### config.mk
export PLATFORM = sky130hd
export DESIGN_NAME = riscv_v_lmul_seq_flat
export DESIGN_NICKNAME = d
export VERILOG_FILES = /design/src/rtl/riscv_v_lmul_seq_if.sv /design/src/rtl/riscv_v_lmul_seq.sv /design/src/flat_wrapper.sv
export SDC_FILE = /design/constraint.sdc
export NUM_CORES = 1
export LEC_CHECK = 0
export CORE_ASPECT_RATIO = 0.8
export CORE_UTILIZATION = 53
export CTS_CLUSTER_DIAMETER = 80
export DETAILED_ROUTE_END_ITERATION = 10
export PLACE_DENSITY_LB_ADDON = 0.12
export SLEW_MARGIN = 5
export SYNTH_ARGS = -nofsm -noshare
export SYNTH_HDL_FRONTEND = slang
export SYNTH_SLANG_ARGS = --single-unit
### constraint.sdc
create_clock -name clk -period 4.15 [get_ports clk]
set_input_delay 0.83 -clock clk [delete_from_list [all_inputs] [get_ports clk]]
set_output_delay 0.83 -clock clk [all_outputs]
set_load 0.1 [all_outputs]
### src/rtl/riscv_v_lmul_seq_if.sv
// Handshake bundle between vector decode, the LMUL sequencer and the datapath.
// The sequencer takes the slave view; the surrounding pipe takes the master view.
interface riscv_v_lmul_seq_if #(
    parameter int ADDR_W = 5,
    parameter int VL_W   = 8,
    parameter int CNT_W  = 5
);
    logic              in_valid;
    logic              in_ready;
    logic [ADDR_W-1:0] in_vs1;
    logic [ADDR_W-1:0] in_vs2;
    logic [ADDR_W-1:0] in_vd;
    logic              in_vs1_scalar;
    logic              in_vd_fixed;
    logic [2:0]        in_vlmul;
    logic [2:0]        in_vsew;
    logic [VL_W-1:0]   in_vl;

    logic              uop_valid;
    logic              uop_ready;
    logic [ADDR_W-1:0] uop_vs1;
    logic [ADDR_W-1:0] uop_vs2;
    logic [ADDR_W-1:0] uop_vd;
    logic [2:0]        uop_idx;
    logic              uop_first;
    logic              uop_last;
    logic [CNT_W-1:0]  uop_elem_cnt;

    modport master (
        output in_valid, in_vs1, in_vs2, in_vd,
        output in_vs1_scalar, in_vd_fixed,
        output in_vlmul, in_vsew, in_vl,
        output uop_ready,
        input  in_ready,
        input  uop_valid, uop_vs1, uop_vs2, uop_vd,
        input  uop_idx, uop_first, uop_last, uop_elem_cnt
    );

    modport slave (
        input  in_valid, in_vs1, in_vs2, in_vd,
        input  in_vs1_scalar, in_vd_fixed,
        input  in_vlmul, in_vsew, in_vl,
        input  uop_ready,
        output in_ready,
        output uop_valid, uop_vs1, uop_vs2, uop_vd,
        output uop_idx, uop_first, uop_last, uop_elem_cnt
    );
endinterface

### src/rtl/riscv_v_lmul_seq.sv
// LMUL register-group sequencer: splits one decoded vector instruction
// into one micro-op per physical register of its group.
module riscv_v_lmul_seq #(
    parameter int ADDR_W = 5,
    parameter int VLEN   = 128,
    parameter int VL_W   = 8,
    parameter int CNT_W  = 5
) (
    input  logic                 clk,
    input  logic                 rst,
    input  logic                 flush,
    riscv_v_lmul_seq_if.slave    bus,
    output logic                 seq_stall,
    output logic                 done,
    output logic                 illegal
);
    localparam int EMAX = VLEN / 8;

    localparam logic [0:0] IDLE  = 1'b0;
    localparam logic [0:0] ISSUE = 1'b1;

    logic [0:0]        state;
    logic [ADDR_W-1:0] vs1_q;
    logic [ADDR_W-1:0] vs2_q;
    logic [ADDR_W-1:0] vd_q;
    logic              scalar_q;
    logic              fixed_q;
    logic [CNT_W-1:0]  e_q;
    logic [VL_W-1:0]   rem_q;
    logic [2:0]        idx_q;
    logic [2:0]        lmax_q;

    logic [1:0]        sh;
    logic [2:0]        lm1;
    logic [CNT_W-1:0]  e_in;
    logic [VL_W-1:0]   vlmax;
    logic [VL_W-1:0]   vl_eff;
    logic              misal;
    logic              bad;
    logic              valid;
    logic              rem_le_e;
    logic              last_c;
    logic [CNT_W-1:0]  cnt_c;

    // Fractional and reserved LMUL collapse to a one-register group.
    always_comb begin
        sh = 2'd0;
        unique case (1'b1)
            bus.in_vlmul[2]:  sh = 2'd0;
            !bus.in_vlmul[2]: sh = bus.in_vlmul[1:0];
            default:          sh = 2'd0;
        endcase
        lm1    = 3'((4'd1 << sh) - 4'd1);
        e_in   = CNT_W'(EMAX >> bus.in_vsew[1:0]);
        vlmax  = VL_W'(e_in) << sh;
        vl_eff = (bus.in_vl < vlmax) ? bus.in_vl : vlmax;
        misal  = ((bus.in_vs2[2:0] & lm1) != 3'd0)
               | (!bus.in_vs1_scalar && ((bus.in_vs1[2:0] & lm1) != 3'd0))
               | (!bus.in_vd_fixed && ((bus.in_vd[2:0] & lm1) != 3'd0));
        bad    = (bus.in_vlmul == 3'd4) | bus.in_vsew[2] | misal;
    end

    assign valid    = (state == ISSUE);
    assign rem_le_e = (rem_q <= VL_W'(e_q));
    assign last_c   = rem_le_e | (idx_q == lmax_q);
    assign cnt_c    = rem_le_e ? CNT_W'(rem_q) : e_q;

    assign bus.in_ready     = (state == IDLE);
    assign bus.uop_valid    = valid;
    assign bus.uop_vs1      = valid ? vs1_q : '0;
    assign bus.uop_vs2      = valid ? vs2_q : '0;
    assign bus.uop_vd       = valid ? vd_q : '0;
    assign bus.uop_idx      = valid ? idx_q : '0;
    assign bus.uop_first    = valid & (idx_q == 3'd0);
    assign bus.uop_last     = valid & last_c;
    assign bus.uop_elem_cnt = valid ? cnt_c : '0;

    // Release the scalar pipe in the same cycle the last uop leaves.
    assign seq_stall = valid & ~(bus.uop_ready & last_c);

    always_ff @(posedge clk or negedge rst) begin
        if (!rst) begin
            state    <= IDLE;
            vs1_q    <= '0;
            vs2_q    <= '0;
            vd_q     <= '0;
            scalar_q <= 1'b0;
            fixed_q  <= 1'b0;
            e_q      <= '0;
            rem_q    <= '0;
            idx_q    <= '0;
            lmax_q   <= '0;
            done     <= 1'b0;
            illegal  <= 1'b0;
        end else begin
            done    <= 1'b0;
            illegal <= 1'b0;
            if (flush) begin
                state <= IDLE;
            end else if (state == IDLE) begin
                if (bus.in_valid) begin
                    vs1_q    <= bus.in_vs1;
                    vs2_q    <= bus.in_vs2;
                    vd_q     <= bus.in_vd;
                    scalar_q <= bus.in_vs1_scalar;
                    fixed_q  <= bus.in_vd_fixed;
                    e_q      <= e_in;
                    rem_q    <= vl_eff;
                    idx_q    <= 3'd0;
                    lmax_q   <= lm1;
                    if (bad)
                        illegal <= 1'b1;
                    else if (vl_eff == '0)
                        done <= 1'b1;
                    else
                        state <= ISSUE;
                end
            end else if (bus.uop_ready) begin
                if (last_c) begin
                    state <= IDLE;
                    done  <= 1'b1;
                end else begin
                    idx_q <= idx_q + 3'd1;
                    rem_q <= rem_q - VL_W'(e_q);
                    vs2_q <= vs2_q + ADDR_W'(1);
                    if (!scalar_q)
                        vs1_q <= vs1_q + ADDR_W'(1);
                    if (!fixed_q)
                        vd_q <= vd_q + ADDR_W'(1);
                end
            end
        end
    end
endmodule

### src/flat_wrapper.sv
// flat-port wrapper written by rule: the top's interface ports become plain ports
module riscv_v_lmul_seq_flat 
#(
    parameter int ADDR_W = 5,
    parameter int VLEN   = 128,
    parameter int VL_W   = 8,
    parameter int CNT_W  = 5
)
  (clk, rst, flush, seq_stall, done, illegal, bus_in_valid, bus_in_vs1, bus_in_vs2, bus_in_vd, bus_in_vs1_scalar, bus_in_vd_fixed, bus_in_vlmul, bus_in_vsew, bus_in_vl, bus_uop_ready, bus_in_ready, bus_uop_valid, bus_uop_vs1, bus_uop_vs2, bus_uop_vd, bus_uop_idx, bus_uop_first, bus_uop_last, bus_uop_elem_cnt);
  riscv_v_lmul_seq_if #(.ADDR_W(ADDR_W), .VL_W(VL_W), .CNT_W(CNT_W)) bus_i ();
  input  logic clk;
  input  logic rst;
  input  logic flush;
  output logic seq_stall;
  output logic done;
  output logic illegal;
  input wire logic [$bits(bus_i.in_valid)-1:0] bus_in_valid;
  input wire logic [$bits(bus_i.in_vs1)-1:0] bus_in_vs1;
  input wire logic [$bits(bus_i.in_vs2)-1:0] bus_in_vs2;
  input wire logic [$bits(bus_i.in_vd)-1:0] bus_in_vd;
  input wire logic [$bits(bus_i.in_vs1_scalar)-1:0] bus_in_vs1_scalar;
  input wire logic [$bits(bus_i.in_vd_fixed)-1:0] bus_in_vd_fixed;
  input wire logic [$bits(bus_i.in_vlmul)-1:0] bus_in_vlmul;
  input wire logic [$bits(bus_i.in_vsew)-1:0] bus_in_vsew;
  input wire logic [$bits(bus_i.in_vl)-1:0] bus_in_vl;
  input wire logic [$bits(bus_i.uop_ready)-1:0] bus_uop_ready;
  output wire logic [$bits(bus_i.in_ready)-1:0] bus_in_ready;
  output wire logic [$bits(bus_i.uop_valid)-1:0] bus_uop_valid;
  output wire logic [$bits(bus_i.uop_vs1)-1:0] bus_uop_vs1;
  output wire logic [$bits(bus_i.uop_vs2)-1:0] bus_uop_vs2;
  output wire logic [$bits(bus_i.uop_vd)-1:0] bus_uop_vd;
  output wire logic [$bits(bus_i.uop_idx)-1:0] bus_uop_idx;
  output wire logic [$bits(bus_i.uop_first)-1:0] bus_uop_first;
  output wire logic [$bits(bus_i.uop_last)-1:0] bus_uop_last;
  output wire logic [$bits(bus_i.uop_elem_cnt)-1:0] bus_uop_elem_cnt;
  assign bus_i.in_valid = bus_in_valid;
  assign bus_i.in_vs1 = bus_in_vs1;
  assign bus_i.in_vs2 = bus_in_vs2;
  assign bus_i.in_vd = bus_in_vd;
  assign bus_i.in_vs1_scalar = bus_in_vs1_scalar;
  assign bus_i.in_vd_fixed = bus_in_vd_fixed;
  assign bus_i.in_vlmul = bus_in_vlmul;
  assign bus_i.in_vsew = bus_in_vsew;
  assign bus_i.in_vl = bus_in_vl;
  assign bus_i.uop_ready = bus_uop_ready;
  assign bus_in_ready = bus_i.in_ready;
  assign bus_uop_valid = bus_i.uop_valid;
  assign bus_uop_vs1 = bus_i.uop_vs1;
  assign bus_uop_vs2 = bus_i.uop_vs2;
  assign bus_uop_vd = bus_i.uop_vd;
  assign bus_uop_idx = bus_i.uop_idx;
  assign bus_uop_first = bus_i.uop_first;
  assign bus_uop_last = bus_i.uop_last;
  assign bus_uop_elem_cnt = bus_i.uop_elem_cnt;
  riscv_v_lmul_seq #(.ADDR_W(ADDR_W), .VLEN(VLEN), .VL_W(VL_W), .CNT_W(CNT_W)) u_core (.clk(clk), .rst(rst), .flush(flush), .bus(bus_i), .seq_stall(seq_stall), .done(done), .illegal(illegal));
endmodule
======== After elaboration in Yosys (flattened, before gate mapping) ========
Index checks and enable logic that the tools add are counted.
cells by class
  add/subtract/negate cells ............... 6
  magnitude comparators ................... 2
  equal/unequal tests ..................... 6
  shift operators ......................... 3
  muxes and demuxes ....................... 48
  bitwise logic cells ..................... 15
  reduce and logical (&&, ||, !) cells .... 14
operator list
  cell                                                                count
  5-bit 2-to-1 mux                                                    19
  8-bit 2-to-1 mux                                                    5
  1-bit 2-to-1 mux                                                    18
  5-bit by 1-bit adder with 5-bit output (second input constant)      3
  3-bit 2-to-1 mux                                                    5
  5-bit AND reduction                                                 2
  3-bit AND                                                           3
  3-bit nonzero test                                                  3
  8-bit by 5-bit <= comparator with 1-bit output                      1
  8-bit logical NOT                                                   1
  8-bit < comparator                                                  1
  2-bit inequality test (second input constant)                       4
  5-bit by 2-bit << shifter with 8-bit output                         1
  8-bit by 5-bit subtractor with 8-bit output                         1
  1-bit bitwise OR                                                    5
  5-bit by 2-bit >> shifter with 5-bit output (first input constant)  1
  1-bit AND                                                           4
  4-bit AND reduction                                                 1
  3-bit by 1-bit adder with 3-bit output (second input constant)      1
  3-bit equality test                                                 1
  3-bit equality test (second input constant)                         1
  3-bit logical NOT                                                   1
  1-bit inverter                                                      3
  3-bit AND reduction                                                 1
  other kinds (6)                                                     8
word-level totals
  register bits ........................... 39
  bits of input ports ..................... 36
  output and inout port bits .............. 30
  word-level logic and storage cells ...... 106

======== Logic depth before layout (Yosys ltp) ========
  word-level depth ........................ 13
  gate-level depth with buffers ........... 12

======== Worst setup path after synthesis ========
Ideal clock, no wire load.
  path kind ............................... register to output
  from .................................... register u_core.state (netlist: u_core.bus.uop_valid)
  to ...................................... output bus_uop_elem_cnt[1]
  arrival time ............................ 3.578 ns
  data required time ...................... 3.320 ns
  setup slack ............................. -0.258 ns
  cell stages (with the launch flop) ...... 5
  cells stage by stage .................... dfrtp_1 buf_2 inv_1 clkbuf_1 a21oi_1
between the ends
  longest elaborated chain between the ends .. 1
RTL lines
  element                 line                     text
  from (decl)             riscv_v_lmul_seq.sv:22   logic [0:0] state;
  from (signal assigned)  riscv_v_lmul_seq.sv:83   state <= IDLE;
  from (signal assigned)  riscv_v_lmul_seq.sv:99   state <= IDLE;
  from (signal assigned)  riscv_v_lmul_seq.sv:116  state <= ISSUE;
  5-bit 2-to-1 mux        riscv_v_lmul_seq.sv:76   assign bus.uop_elem_cnt = valid ? cnt_c : '0;
  to (decl)               flat_wrapper.sv:35       output wire logic [$bits(bus_i.uop_elem_cnt)-1:0] bus_uop_elem_cnt;
Every way passes these cells.

======== Worst setup path in the final report ========
  from .................................... register u_core.rem_q[4]
  to ...................................... output bus_uop_elem_cnt[4]
between the ends
  longest elaborated chain between the ends .. 3
RTL lines
  element                                         line                     text
  from (decl)                                     riscv_v_lmul_seq.sv:29   logic [VL_W-1:0] rem_q;
  from (signal assigned)                          riscv_v_lmul_seq.sv:108  rem_q <= vl_eff;
  from (signal assigned)                          riscv_v_lmul_seq.sv:124  rem_q <= rem_q - VL_W'(e_q);
  8-bit by 5-bit <= comparator with 1-bit output  riscv_v_lmul_seq.sv:64   assign rem_le_e = (rem_q <= VL_W'(e_q));
  5-bit 2-to-1 mux (*)                            riscv_v_lmul_seq.sv:66   assign cnt_c = rem_le_e ? CNT_W'(rem_q) : e_q;
  5-bit 2-to-1 mux (*)                            riscv_v_lmul_seq.sv:76
Mark *: on every way between the ends. The rest lies on a longest branch, timed or not.

==> impl_metrics.json <==
{
  "n_antenna_cell": 0,
  "drt-total-wl_mm": 7.65,
  "portBuffers": 65,
  "synth_common_cells": "nand2_1, dfrtp_1, a21oi_1",
  "regToRegEndpoint": "u_core.vs2_q[2]$_DFFE_PN0P_",
  "cts_tree": "built",
  "die-area_mm2": 0.00565,
  "crit_path_max_fanout": 7,
  "hpwl_mm": 5.55,
  "synth_cells": 352,
  "async_flop_share_pct": 100,
  "postCtsSetupBuffers": 0,
  "met2RoutedLength_mm": 3.33,
  "yosys_warnings": 0,
  "cp_data_required_time_ns": 3.32,
  "fmax_mhz": 261,
  "cp_top_family": "compound AO/OA/AOI/OAI gates",
  "rsz0062_at_grt": "false",
  "ys_types": 54,
  "synth_fp_nets": 404,
  "ioPinCount": 66,
  "setup_viol": 0,
  "placed_cell_area_mm2": 0.00353,
  "numCtsBuffers": 5,
  "status": "finished clean",
  "cp_slowest_cell": "or4b_1",
  "synth.avg_cell_area_um2": 8.06,
  "start_kind": "register",
  "root_buffer": "clkbuf_8",
  "synthFlopType": "dfrtp_1",
  "whs_ns": 0.532,
  "final_nets": 463,
  "worstSetupPathType": "register to primary output",
  "end_kind": "primary output",
  "worstSkewPairLatency_ns": 0.29,
  "vias_per_cell": 6.04,
  "vias": 2862,
  "tightest_slew_ns": 0.958,
  "highest_layer": "met4",
  "cts.sinks": 38,
  "h-tree-depth": 2,
  "r2r-start": "u_core.rem_q[4]$_DFFE_PN0P_",
  "dr.first_iter.drc_count": 309,
  "track_usage_pct": 28.7,
  "initial_core_util_pct": 56.0,
  "p_leak_uw": 0.00160,
  "core_area_mm2": 0.00506,
  "ctsHoldBuffers": 0,
  "reg2reg_setup_slack_ns": 1.13,
  "powerDensity_mw_per_mm2": 403,
  "synth_edf_count": 0,
  "final-max-slew-violation-count": 0,
  "slowest_delay_ns": 0.47,
  "drt-met1-wl_mm": 3.52,
  "cts_max_path_buffers": 2,
  "path_cells": "ha_1 > or4b_1 > o32a_1 > o21ai_0 > buf_4 > nand2_1 > a21oi_1 > buf_12",
  "ys_ff_latch": 38,
  "grt_pass1_vias": 2446,
  "grt_pass1_wl_mm": 12.6,
  "die_y_um": 67.4,
  "worstHoldEndpoint": "u_core.lmax_q[1]$_DFFE_PN0P_",
  "drive_gt1_share_pct": 13.1,
  "first_pass_iters": 5,
  "wl_per_cell_um": 16.1,
  "die_w_um": 83.8,
  "relSlewSlack_pct": 36.0,
  "netlist_area_mm2": 0.00284,
  "gp_congestion": 0.909,
  "synthTopCellsByArea": "dfrtp_1, ha_1, nand2_1",
  "path_clk_slew_ns": 0.07,
  "maxCapViolCount": 0,
  "hold_path_class": "register to register",
  "num_rows": 23,
  "ant_nets": 0,
  "setup_ws_ns": 0.312,
  "seq_area_frac_synth_pct": 33.5,
  "place_ws_ns": 0.307,
  "min_path_cells": 2,
  "crit_start": "u_core.rem_q[4]$_DFFE_PN0P_",
  "synth_top_cell_area_share_pct": 33.5,
  "worstPathArrival_ns": 3.01,
  "yosysTopAreaCell": "dfrtp_1",
  "synth_most_common_cell": "nand2_1",
  "fin_crit_sh_pct": 92.5,
  "fin_area_mm2": 0.00362,
  "ff2ff_path_depth": 9,
  "critPathBufInv": 2,
  "ir_worst_vdd_mv": 0.266,
  "fin_crit_ns": 3.84,
  "met3_length_um": 676,
  "skew_ns": 0.00362,
  "antenna_found_initial": 0,
  "grt_max_degree": 44,
  "holdCritStartpoint": "u_core.lmax_q[1]$_DFFE_PN0P_",
  "area_growth_pct": 27.8,
  "cts.repair.resized": 0,
  "hold_viol": 0,
  "drc": 0,
  "grt_overflow": 0,
  "finalPower_uw": 1460
}
-- layer usage --
metal / GRT usage, % / up-vias
met5: 0 / -
met1: 41.5 / 1329
li1: - / 1368
met4: 6.57 / 0
met3: 6.85 / 14
met2: 43.6 / 151
-- worst min-delay path, cell delays in order (launching register included) --
cell and delay (ns):
dfrtp_1 0.38, nand2_1 0.06, o21ai_0 0.06
-- cells in the final DEF, fill, tap and decap left out, types with 5 or more instances in the layout --
cell             synthesis  routed
nor2_1                  24      24
a21oi_1                 26      26
nor2b_1                  7       7
nand2b_1                 5       5
o22ai_1                 11      11
nand3_1                 13      13
buf_12                   0       6
nand2_1                 48      48
and2_1                  16      16
nor3_1                   7       7
dfrtp_1                 38      38
inv_1                   19      19
ha_1                    16      16
o21ai_0                 21      21
clkdlybuf4s50_1          0      37
buf_4                    0      29
xor2_1                   6       6
mux2i_1                  8       8
clkbuf_8                 0       6
-- cells by family (layout without fill, tap and decap cells) --
logic type | count (synthesis) | in the layout | share of synthesized area [%]
AOI/OAI and AO/OA | 98 | 98 | 22.8
DFF | 38 | 38 | 33.5
buffers and inverters | 39 | 99 | 5.65
adders and majority gates | 16 | 16 | 7.06
and+or+nand+nor | 145 | 145 | 25.7
xor gates and xnor gates | 8 | 8 | 2.47
muxes | 8 | 8 | 2.82
-- sequential cells by signal, indices dropped and copies added, names as in the netlist --
register and flops:
u_core.bus.uop_valid 1, u_core.rem_q 8, u_core.e_q 4, u_core.done 1, u_core.vd_q 5, u_core.idx_q 3, u_core.illegal 1, u_core.vs1_q 5
u_core.vs2_q 5, u_core.fixed_q 1, u_core.lmax_q 3, u_core.scalar_q 1
-- per-stage QoR --
stage / util, % / instances / setup TNS, ns
after floorplan: - / 352 / -1.16
after global placement: 69.8 / 466 / 0
after detailed placement: 69.8 / 466 / 0
after CTS: 71.6 / 474 / 0
after global routing: 71.6 / 474 / 0
final: 71.6 / 474 / 0
-- report_power, final --
group / internal, uW / total (uW) / switching (uW)
Combinational: 250 / 659 / 409
Clock: 134 / 269 / 135
Sequential: 444 / 533 / 89.4
-- worst max-delay path by stage --
stage	to	slack (ns)	cells past startpoint
final	bus_uop_elem_cnt[4]	0.31	8
after global routing	bus_uop_elem_cnt[4]	0.20	9
after CTS	bus_uop_elem_cnt[4]	0.34	8
after detailed placement	u_core.rem_q[2]$_DFFE_PN0P_	0.31	11
after global placement	u_core.rem_q[6]$_DFFE_PN0P_	0.48	11
after floorplan	bus_uop_elem_cnt[1]	-0.26	4
-- cell type report --
cell class,count,area (um2)
Timing Repair Buffer,72,708
Multi-Input combinational cell,275,1730
Sequential cell,38,951
Tap cell,62,77.6
Inverter,19,71.3
Clock inverter,1,5.00
Fill cell,404,1440
Clock buffer,7,86.3
Note: power is estimated with default switching activity, not from simulation.
